==> src/rtl/shifter_pkg.sv <==
// Shared definitions for the iterative shifter: FSM state encoding and the
// dir/arith control encodings.
package shifter_pkg;

  typedef enum logic [1:0] {
    S_IDLE  = 2'd0,
    S_SHIFT = 2'd1,
    S_DONE  = 2'd2
  } state_t;

  localparam logic DIR_LEFT      = 1'b0;
  localparam logic DIR_RIGHT     = 1'b1;
  localparam logic SHIFT_LOGICAL = 1'b0;
  localparam logic SHIFT_ARITH   = 1'b1;

endpackage

==> src/rtl/shift_step.sv <==
// Combinational one-bit shift: left fills with 0, right fills with 0 or the
// current MSB depending on arith.
module shift_step
  import shifter_pkg::*;
#(
  parameter int WIDTH = 8
) (
  input  logic [WIDTH-1:0] value,
  input  logic             dir,
  input  logic             arith,
  output logic [WIDTH-1:0] next_value
);

  always_comb begin
    next_value = value;
    if (dir == DIR_RIGHT) begin
      next_value = {(arith == SHIFT_ARITH) & value[WIDTH-1], value[WIDTH-1:1]};
    end else begin
      next_value = {value[WIDTH-2:0], 1'b0};
    end
  end

endmodule

==> src/rtl/iterative_shifter.sv <==
// Multi-cycle shifter: moves the captured operand one bit per cycle and
// presents the result with a valid/ready handshake.
//
// state   | meaning
// --------+-----------------------------------------------------------
// S_IDLE  | waiting for a request, in_ready high
// S_SHIFT | one bit per cycle, count holds the remaining distance
// S_DONE  | result valid, held until out_ready
module iterative_shifter
  import shifter_pkg::*;
#(
  parameter int WIDTH = 8,
  parameter int AMT_W = 3
) (
  input  logic             clock,
  input  logic             reset,
  input  logic             in_valid,
  output logic             in_ready,
  input  logic [WIDTH-1:0] operand,
  input  logic [AMT_W-1:0] amount,
  input  logic             dir,
  input  logic             arith,
  output logic             out_valid,
  input  logic             out_ready,
  output logic [WIDTH-1:0] result,
  output logic             busy
);

  state_t           state;
  logic [WIDTH-1:0] work;
  logic [WIDTH-1:0] work_next;
  logic [AMT_W-1:0] count;
  logic             dir_q;
  logic             arith_q;

  shift_step #(.WIDTH(WIDTH)) u_step (
    .value      (work),
    .dir        (dir_q),
    .arith      (arith_q),
    .next_value (work_next)
  );

  assign result = work;

  always_ff @(posedge clock) begin
    if (reset) begin
      state     <= S_IDLE;
      work      <= '0;
      count     <= '0;
      dir_q     <= DIR_LEFT;
      arith_q   <= SHIFT_LOGICAL;
      in_ready  <= 1'b1;
      out_valid <= 1'b0;
      busy      <= 1'b0;
    end else begin
      case (state)
        S_IDLE: begin
          if (in_valid && in_ready) begin
            work     <= operand;
            count    <= amount;
            dir_q    <= dir;
            arith_q  <= arith;
            in_ready <= 1'b0;
            busy     <= 1'b1;
            if (amount != '0) begin
              state <= S_SHIFT;
            end else begin
              state     <= S_DONE;
              out_valid <= 1'b1;
            end
          end
        end
        S_SHIFT: begin
          work  <= work_next;
          count <= count - AMT_W'(1);
          // The last shift lands on the same edge that enters DONE.
          if (count == AMT_W'(1)) begin
            state     <= S_DONE;
            out_valid <= 1'b1;
          end
        end
        S_DONE: begin
          if (out_ready) begin
            state     <= S_IDLE;
            out_valid <= 1'b0;
            busy      <= 1'b0;
            in_ready  <= 1'b1;
          end
        end
        default: begin
          state     <= S_IDLE;
          out_valid <= 1'b0;
          busy      <= 1'b0;
          in_ready  <= 1'b1;
        end
      endcase
    end
  end

endmodule
==> config.mk <==
export PLATFORM = sky130hd
export DESIGN_NAME = iterative_shifter
export DESIGN_NICKNAME = d
export VERILOG_FILES = /design/src/rtl/shifter_pkg.sv /design/src/rtl/shift_step.sv /design/src/rtl/iterative_shifter.sv
export SDC_FILE = /design/constraint.sdc
export NUM_CORES = 1
export LEC_CHECK = 0
export CAP_MARGIN = 5
export CELL_PAD_IN_SITES_DETAIL_PLACEMENT = 0
export CELL_PAD_IN_SITES_GLOBAL_PLACEMENT = 1
export CORE_UTILIZATION = 37
export DETAILED_ROUTE_END_ITERATION = 8
export PLACE_DENSITY = 0.79
export RECOVER_POWER = 50
export SKIP_CTS_REPAIR_TIMING = 1
export SLEW_MARGIN = 30
export SYNTH_ARGS = -nofsm -noshare
export SYNTH_HDL_FRONTEND = slang
export SYNTH_SLANG_ARGS = --single-unit
==> constraint.sdc <==
create_clock -name clock -period 2.85 [get_ports clock]
set_clock_uncertainty 0.05 [all_clocks]
set_input_delay 0.57 -clock clock [delete_from_list [all_inputs] [get_ports clock]]
set_output_delay 0.57 -clock clock [all_outputs]
set_load 0.01 [all_outputs]
==> out/qor.yml <==
run_status:
  status: "completed"
floorplan:
  fp-row-count: 18
  core_um2: 2545
  die_area_um2: 2970
  initial_utilization_pct: 40.07
  num_io_pins: 28
  die_h_um: 54.50
  die_x_um: 54.50
setup_path:
  critPathCaptureType: "flop"
  cp_slowest_stage_delay_ns: 0.62
  r2r_end: "count[1]"
  critPathCapture: "count[1]"
  crit_path_start: "in_valid"
  r2r_slack_ns: 1.16
  critical_path_required_ns: 3.00
  crit-reg2reg-launch: "state[0]"
  path_cells: "dlygate4sd3_1 -> and4bb_1 -> nor3_1 -> a2111oi_2"
  crit_slowest_cell: "dlygate4sd3_1"
  crit_type: "input pin to flop"
  crit_path_max_fanout: 14
  start_kind: "input pin"
  cp.arrival_ns: 2.15
  r2r_cells: 3
final_layout:
  area_growth_pct: 26.50
  layout_commonest_cell: "dfxtp_1"
  layout_common_cells: "dfxtp_1 (18), clkdlybuf4s50_1 (16), nor2_1 (11), dlygate4sd3_1 (11), nor3_1 (9)"
  final_nets: 154
  n_antenna_cell: 0
  fillers: 257
  post-route-util_pct: 50.69
  drive_above_1_share_pct: 12.69
grt:
  grt_antenna_before_repair: 0
  grt_first_pass_wirelength_um: 3684
  grt.total_usage_pct: 17.62
  grt-ovfl-total: 0
  grt_pass1_vias: 825
  grt_max_degree: 17
min_path:
  worst_hold_path_type: "flop to flop"
power_and_ir_drop:
  seqPwrFrac_pct: 46.6
  p_comb_share_pct: 29.9
  p_sw_share_pct: 31.48
  clock_power_share_pct: 23.5
  vdd_drop_max_uv: 328.6
  internal_power_uw: 468.1
  switching_power_uw: 215.0
  p_per_area_nw_per_um2: 529.6
  leakage_nw: 0.4720
clocking:
  clk_pin_slew_ns: 0.10
  clk_latency_ns: 0.29
  clockBufferDepth: 2
  numCtsBuffers: 3
  h-tree-depth: 1
  cts_sinks: 18
  cts_tree: "done"
  cts-root-buf: "clkbuf_4"
sta:
  maxSlewViolCount: 0
  worst_pin_slew_ns: 0.5477
  final_hold_viol_count: 0
  timing.slew.headroom_pct: 63.28
  fmax_ghz: 0.4998
  setup_viol: 0
  fin_crit_sh_pct: 70.21
  fin_crit_ns: 2.001
  finalSetupTns_ns: 0
  fin_ws_ns: 0.8490
  rsz0062_at_grt: "false"
routing:
  firstDrtPassIters: 3
  wl_per_cell_um: 13.48
  drc_errors: 0
  vias: 882
  final_antenna_net_count: 0
  drt_wl_total_um: 2211
  drt_iter0_drc: 4
  drt-vias-per-instance: 5.378
yosys:
  netlist-cell-type-count: 34
  synth.avg_cell_area_um2: 9.187
  syn_nets: 130
  ys_warn_count: 0
  synth_cells: 111
  yosys_register_bits: 18
  synth_area_um2: 1020
  ys_seq_area_share_pct: 35.34
placement:
  hpwl_um: 1572
  place_congestion: 0.7341
  io_buffers: 27
  preCtsSetupSlack_ns: 0.6619
job:
  drv_cap: 0
synth_stat cells:
master,instances,area (um^2)
nand2b_1,2,12.51
clkbuf_1,1,3.750
nand3b_1,1,7.510
nand3_1,2,10.01
nor4_2,7,87.58
or4b_1,1,10.01
o21ai_0,2,10.01
a211oi_1,6,45.04
buf_6,4,45.04
ha_1,2,25.02
buf_4,1,7.510
and4bb_4,1,16.27
a31oi_1,1,6.260
nor4b_1,1,8.760
or2_2,1,6.260
and3b_1,1,8.760
nor4_1,1,6.260
inv_1,5,18.77
nor2b_1,7,43.79
o311ai_0,1,8.760
o41ai_2,1,16.27
a311oi_1,1,8.760
buf_2,3,15.01
nor2b_4,1,13.76
nand2_1,6,22.52
nor4_4,1,21.27
a21oi_1,8,40.04
nor2_1,11,41.29
nor3_1,9,45.04
dfxtp_1,18,360.4
a31oi_2,1,12.51
a2111oi_2,1,15.01
a2bb2oi_1,1,8.760
nand4bb_1,1,11.26
stage by stage:
| step | cells | hold slack, ns | area [um^2] | power [mW] |
|---|---|---|---|---|
| floorplan | 111 | 0.3869 | 1020 | 0.4619 |
| global placement | 160 | 0.3993 | 1264 | 0.5366 |
| detailed placement | 160 | 0.3994 | 1264 | 0.5399 |
| CTS | 164 | 0.4172 | 1300 | 0.7036 |
| global route | 164 | 0.4500 | 1290 | 0.7301 |
| finish | 164 | 0.4117 | 1290 | 0.6831 |
cell type report:
type | instances | area, um^2 | area share, %
Multi-Input combinational cell | 79 | 559.3 | 43.36
Sequential cell | 18 | 360.3 | 27.93
Timing Repair Buffer | 28 | 277.8 | 21.53
Tap cell | 30 | 37.54 | 2.910
Clock buffer | 4 | 36.28 | 2.813
Inverter | 5 | 18.77 | 1.455
worst max-delay path, delay by kind of cell:
| kind | cells | cell delay [ns] |
|---|---|---|
| and+or+nand+nor | 2 | 0.67 |
| AOI/OAI and AO/OA | 1 | 0.29 |
| buffers and inverters | 1 | 0.62 |
sequential cells by signal, summed over array words and instances, names as in the netlist:
signal and count:
arith_q 1, in_ready 1, dir_q 1, count 3, out_valid 1, busy 1
result 8, state 2
cells by family after synthesis:
| kind of cell | count (synthesis) | share of synthesized area [%] |
|---|---|---|
| adders and majority gates | 2 | 2.454 |
| and+or+nand+nor | 54 | 36.56 |
| buffers and inverters | 14 | 8.834 |
| AOI/OAI and AO/OA | 23 | 16.81 |
| DFF | 18 | 35.34 |
how the worst min path moves through the flow:
| stage | from | endpoint | depth (start not counted) |
|---|---|---|---|
| CTS | out_valid | out_valid | 2 |
| global placement | out_valid | out_valid | 2 |
| floorplan | arith_q | arith_q | 2 |
| finish | out_valid | out_valid | 2 |
| detailed placement | out_valid | out_valid | 2 |
| global route | arith_q | arith_q | 2 |
power by group through the flow:
| stage | sequential, mW | combinational [mW] | clock [mW] |
|---|---|---|---|
| after floorplan | 0.321 | 0.141 | 0 |
| after global placement | 0.324 | 0.213 | 0 |
| after detailed placement | 0.325 | 0.215 | 0 |
| after CTS | 0.319 | 0.216 | 0.169 |
| after global routing | 0.325 | 0.228 | 0.178 |
| final | 0.318 | 0.204 | 0.161 |
metal layers:
layer	wire length [um]	part of all wire, %	global-route usage [%]
met5	0	0	0
met4	34	1.5	8.974
met2	1005	45	28.25
met3	77	3.5	2.500
met1	1095	50	22.78
Note: power is estimated with default switching activity, not from simulation.
